===== src/rtl/radix4_seq_mult.sv =====
// Sequential radix-4 shift-add multiplier: retires two multiplier bits per clock,
// advancing the multiplicand through a 2-bit left-shift stage each iteration.

module radix4_shl2 #(
  parameter int W = 8
) (
  input  logic [W-1:0] din,
  output logic [W-1:0] dout
);
  assign dout = {din[W-3:0], 2'b00};
endmodule

module radix4_seq_mult #(
  parameter int WIDTH = 4
) (
  input  logic               clk,
  input  logic               rst_n,
  input  logic               start,
  input  logic [WIDTH-1:0]   a,
  input  logic [WIDTH-1:0]   b,
  output logic               busy,
  output logic               done,
  output logic [2*WIDTH-1:0] product
);
  localparam int STEPS = WIDTH / 2;
  localparam int PW    = 2 * WIDTH;
  localparam int CW    = (STEPS > 1) ? $clog2(STEPS) : 1;

  typedef enum logic [1:0] {IDLE, CALC, DONE} state_t;

  state_t            state, state_nxt;
  logic [PW-1:0]     mcand, mcand_shl, pp, acc, acc_nxt;
  logic [WIDTH-1:0]  mplier;
  logic [CW-1:0]     count;
  logic              last, accept;

  radix4_shl2 #(.W(PW)) u_shl2 (.din(mcand), .dout(mcand_shl));

  assign last   = (count == CW'(STEPS - 1));
  assign accept = (state == IDLE) && start;

  always_ff @(posedge clk or negedge rst_n) begin
    if (!rst_n) state <= IDLE;
    else        state <= state_nxt;
  end

  always_comb begin
    state_nxt = state;
    case (state)
      IDLE:    if (start) state_nxt = CALC;
      CALC:    if (last)  state_nxt = DONE;
      DONE:    state_nxt = IDLE;
      default: state_nxt = IDLE;
    endcase
  end

  // Partial product for the current radix-4 digit; 3x is built as 1x + 2x.
  always_comb begin
    pp = '0;
    case (mplier[1:0])
      2'd0: pp = '0;
      2'd1: pp = mcand;
      2'd2: pp = mcand << 1;
      2'd3: pp = mcand + (mcand << 1);
      default: pp = '0;
    endcase
    acc_nxt = acc + pp;
  end

  always_ff @(posedge clk or negedge rst_n) begin
    if (!rst_n) begin
      mcand   <= '0;
      mplier  <= '0;
      acc     <= '0;
      count   <= '0;
      busy    <= 1'b0;
      done    <= 1'b0;
      product <= '0;
    end else begin
      done <= (state == CALC) && last;
      if (accept) begin
        mcand  <= {{WIDTH{1'b0}}, a};
        mplier <= b;
        acc    <= '0;
        count  <= '0;
        busy   <= 1'b1;
      end else if (state == CALC) begin
        acc    <= acc_nxt;
        mcand  <= mcand_shl;
        mplier <= mplier >> 2;
        count  <= count + CW'(1);
        // Fixed iteration count: no early exit on leading-zero multipliers.
        if (last) begin
          product <= acc_nxt;
          busy    <= 1'b0;
        end
      end
    end
  end
endmodule


===== config.mk =====
export PLATFORM = sky130hd
export DESIGN_NAME = radix4_seq_mult
export DESIGN_NICKNAME = d
export VERILOG_FILES = /design/src/rtl/radix4_seq_mult.sv
export SDC_FILE = /design/constraint.sdc
export NUM_CORES = 1
export LEC_CHECK = 0
export CAP_MARGIN = 20
export CORE_MARGIN = 10
export CORE_UTILIZATION = 50
export DETAILED_ROUTE_END_ITERATION = 12
export HOLD_SLACK_MARGIN = 0.08
export PLACE_DENSITY = 0.72
export SYNTH_ARGS = -nofsm -noshare
export SYNTH_HDL_FRONTEND = slang
export SYNTH_SLANG_ARGS = --single-unit
export TNS_END_PERCENT = 100

===== constraint.sdc =====
create_clock -name clk -period 3.35 [get_ports clk]
set_input_delay 0.67 -clock clk [delete_from_list [all_inputs] [get_ports clk]]
set_output_delay 0.67 -clock clk [all_outputs]
set_load 0.02 [all_outputs]

### Yosys cells after proc, flatten, opt, wreduce, memory -nomap -nowiden

Index checks and enable logic that the tools add are counted.

| storage, ports and cells | value |
|---|---|
| logic and storage cells | 42 |
| bits in registers | 33 |
| bits in read-only memories | 0 |
| input port bits | 11 |
| memories | 0 |
| bits in latches | 0 |
| RAM bits | 0 |

| cells by class | value |
|---|---|
| multipliers | 0 |
| bitwise operators | 1 |
| $lt $le $gt $ge | 0 |
| equal/unequal tests | 6 |
| divide/modulo/power cells | 0 |
| reduce and logical (&&, ||, !) cells | 9 |
| add/subtract/negate cells | 3 |
| muxes and demuxes | 15 |
| shifts and indexed selects | 0 |

Operator list:

| cell | count |
|---|---|
| 2-to-1 mux 8 bit | 4 |
| case mux 8 bit (4 select lines) | 1 |
| adder 8 bit | 2 |
| 2-to-1 mux 4 bit | 2 |
| 2-to-1 mux 1 bit | 5 |
| == test 2 x 1 -> 1 bit (second input constant) | 2 |
| == test 2 bit (second input constant) | 2 |
| logical NOT 2 bit | 2 |
| 2-to-1 mux 2 bit | 2 |
| != test 2 bit (second input constant) | 2 |
| case mux 2 bit (2 select lines) | 1 |
| AND reduction 2 bit | 2 |
| nonzero test 2 bit | 2 |
| AND reduction 3 bit | 1 |
| logical AND 1 bit | 2 |
| adder 1 bit (second input constant) | 1 |
| NOT 1 bit | 1 |

### Longest topological paths before layout

| logic depth | value |
|---|---|
| word-level depth | 5 |
| gate-level depth with buffers | 14 |
| mapped depth without buffers | 14 |

### Hierarchy

From an unflattened synthesis, not the netlist that was laid out.

| unflattened totals | value |
|---|---|
| cell total of the unflattened synthesis | 202 |
| area total of the unflattened synthesis | 1996.9 um^2 |

Modules (own cells, without submodules):

| module | area each (um^2) | times used | sequential area each (um^2) | cells each |
|---|---|---|---|---|
| radix4_seq_mult | 1933.1 | 1 | 825.8 | 193 |
| radix4_shl2 | 63.8 | 1 | 0.0 | 9 |

### Worst setup path after synthesis

OpenSTA, ideal clock, no wires.

| timing path | value |
|---|---|
| path kind | register to register |
| start point | register mcand[1] |
| end point | register acc[6] |
| data required time | 3.228 ns |
| setup time | 0.122 ns |
| cell stages (with the launch flop) | 12 |
| period minus slack after synthesis | 3.006 ns |
| arrival time | 2.885 ns |
| setup slack | 0.344 ns |
| cells stage by stage | dfrtp_1 -> ha_1 -> fa_1 -> mux2_2 -> a22o_1 -> ha_1 -> nor2b_1 -> o21ai_2 -> a21oi_1 -> o21a_1 -> or3_1 -> a32o_1 |

| on the way | value |
|---|---|
| cells in the longest elaborated chain, start to end | 5 |

Ends and longest elaborated chain:

| what | RTL line | source |
|---|---|---|
| from (decl) | 32 | `logic [PW-1:0] mcand, mcand_shl, pp, acc, acc_nxt;` |
| from (signal assigned) | 82 | `mcand <= {{WIDTH{1'b0}}, a};` |
| from (signal assigned) | 89 | `mcand <= mcand_shl;` |
| adder 8 bit | 64 | `2'd3: pp = mcand + (mcand << 1);` |
| case mux 8 bit (4 select lines) (*) | 60 | `case (mplier[1:0])` |
| adder 8 bit (*) | 67 | `acc_nxt = acc + pp;` |
| 2-to-1 mux 8 bit (*) | 87 | `end else if (state == CALC) begin` |
| 2-to-1 mux 8 bit (*) | 81 | `if (accept) begin` |
| to (signal assigned) | 88 | `acc <= acc_nxt;` |
| to (decl) | 32 |  |

Every way passes the cells marked *; elsewhere a longest branch is shown, timed or not. The select of a mux whose other input is x is not followed.
A chain may end at the register's enable or synchronous reset.

### Final worst setup path

| timing path | value |
|---|---|
| start point | register mcand[0] |
| end point | register acc[6] |

The elaborated chain is that of the path after synthesis.

==> metrics <==
run status finished clean; Via density 5.605; Synth Cell Area 0.001921 mm²; # DRC 0; Inserted Diodes 0; first drt pass iteration count 4; busiest grt layer met2; share of the synthesized area in the top cell type 0.4300; CP Buf/Inv Count 0; # nets final 240; share of cells above drive strength 1 0.1256; number of global-route vias before repair 1,577; post-synth top area cell dfrtp_1; syn avg cell area 10.11 µm²; met3 usage 0.04913; most used cell, CP ha_1; post-synthesis register bit count 33; slew margin rel. 0.6684; setup TNS 0 ps; Setup crit end kind register; main combinational cell family by area after synthesis compound AO/OA/AOI/OAI gates; Post-synth EDFFs 0; initial antenna violation count 0; critical path launch point type register; VDD IR max 0.0004102 V; core area 0.003689 mm²; fin. max-slew vios 0; post-synthesis mux area share 0.04104; Die W 81.98 µm; H-tree levels 2; I/O Buffers 20; Pleak 1.094 nW; Area contributors post-synth dfrtp_1 (43%), ha_1 (8.5%), a22o_1 (6.4%); Hold Buf Count CTS 0; met1 Use GR 0.1536; Detail Route Antenna Nets 0; hold crit path type reg2reg; Starting Density 0.5207; DR WL/cell 15.51 µm; synth-to-layout area growth 20.52%; crit path cell chain ha_1 > fa_1 > mux2_2 > a22o_1 > ha_1 > nor2b_1 > o21ai_2 > a21oi_1 > o21a_1 > or3_1 > a32o_1; Critical Path Max Stage Delay 440 ps; total gr overflow 0; worst-margin pin slew 496.4 ps; Max FO, Critical Path 4; Max Freq 315.2 MHz; Max clock buf depth 2; final hold slack 483.0 ps; min Tclk post-route 3173 ps; commonest non-fill, non-tap cell in the layout dfrtp_1; largest net degree at the start of global routing 34; num rows 22; Synth Flop Type dfrtp_1; Post-Synth Adder-Cell Area 0.1055; GR Util All Layers 0.1368; async set-reset flop share out of synthesis 1.000; CTS buffer count 5; WP data required 3520 ps; Post-Syn Nets 216; clk_lat worst skew 280 ps; Synth Area in XOR/XNOR 0.04104; Max Cap Viol 0; met2 track demand over resource 0.2312; drt initial violations 86; most frequent cells in the layout dfrtp_1 (33), clkdlybuf4s50_1 (20), nand2_1 (19); fin cells 263; Routed Wire Length 4.080 mm; detailed-route via count 1,474; RSZ-0062 raised after global routing false; P per Cell Area 900.1 mW/mm²; fin crit share 0.9471; routability cong. 0.8813; clk_skew 6.829 ps; Crit path max-delay family adder cells; Setup Viol. Count Final 0; arrival time of the worst setup path 3340 ps; Mapped Cells 190; Yosys cell types 38; clock slew seen by the registers of the worst setup and hold paths 70 ps; IO Pins 21; Setup Crit Path Kind reg2reg; CTS tree built; global-route wire length before repair 7.217 mm; Ys Warns 0; die footprint 0.006720 mm²; Synth Area in Compound Gates 0.2228; Final HPWL DP 3.125 mm; clk root buf clkbuf_8; slowest stage cell, crit path fa_1; Synth Area in Simple Gates 0.1238; die span in y 81.98 µm; CTS sink count 33; final count of hold timing violations 0; post-synthesis sequential area ratio 0.4300; DP Cell Count 254
routing by layer:
metal,vias to the layer above,routed length (µm)
met1,704,1790
met5,-,0
met3,7,201
met2,32,2012
met4,0,76
li1,731,-
cells in the mapped netlist, types with 2 or more instances:
cell,number
mux2_2,7
and3_1,2
a22oi_1,7
clkbuf_1,8
o21ai_1,2
ha_1,13
xor2_1,4
nand2_1,19
inv_1,9
nand3b_1,2
o21ai_0,17
xnor2_1,5
dfrtp_1,33
nor2b_1,9
o21bai_1,3
a22o_1,14
a21oi_1,9
nand2b_1,2
nor2_1,4
fa_1,2
and2_1,2
path summary, 6_finish.rpt:
check / slack (ps) / startpoint / depth (start not counted) / end
worst min-delay path: 480 / product[1] / 2 / product[1]
worst max-delay path: 180 / mcand[0] / 11 / acc[6]
max in group asynchronous: 2250 / rst_n / 2 / acc[6]
min in group asynchronous: 790 / rst_n / 2 / mcand[6]
worst min register to register: 480 / product[1] / 2 / product[1]
worst max register to register: 180 / mcand[0] / 11 / acc[6]
layout make-up:
cell class | count | area, µm²
sequential | 33 | 825.8
inverter | 9 | 33.78
tap | 48 | 60.06
fill | 328 | 1374
timing repair buffer | 26 | 245.2
clock inverter | 1 | 30.03
clock buffer | 7 | 86.33
multi-input combinational | 139 | 1033
cells by family after synthesis:
kind of cell    Yosys count
compound gates           62
simple gates             46
flops                    33
buf+inv                  18
fa+ha+maj                15
xor+xnor                  9
mux                       7
tightest hold or removal path, cell delays in order, from the launching register on:
cell and delay, ps:
dfrtp_1 340, nand2_1 50, o21ai_0 60
report_power, final:
group          total [mW]  internal [mW]  switching, mW
logic               0.966          0.468          0.497
registers           0.734          0.555          0.179
clock network       0.383          0.242          0.141
total                2.08           1.27          0.817
stage by stage:
step	setup WS (ps)	power [mW]	utilization	cell area, µm²
2_1_floorplan	343.5	1.378	-	1921
3_3_place_gp	258.4	1.642	0.5919	2183
3_5_place_dp	125.5	1.697	0.5919	2183
4_1_cts	112.6	2.091	0.6235	2300
5_1_grt	31.50	2.270	0.6275	2315
6_report	177.2	2.083	0.6275	2315
flip-flops by register name (all words and copies together) (netlist names):
| signal | count |
|---|---|
| acc | 8 |
| mcand | 8 |
| product | 8 |
| mplier | 4 |
| state | 2 |
| busy | 1 |
| count | 1 |
| done | 1 |
repair_timing:
action / in CTS / in global routing
setup buffers: 0 / 1
setup endpoints to repair: 0 / 3
resized for setup: 0 / 3
No activity file was read; power rests on OpenSTA's default activity.
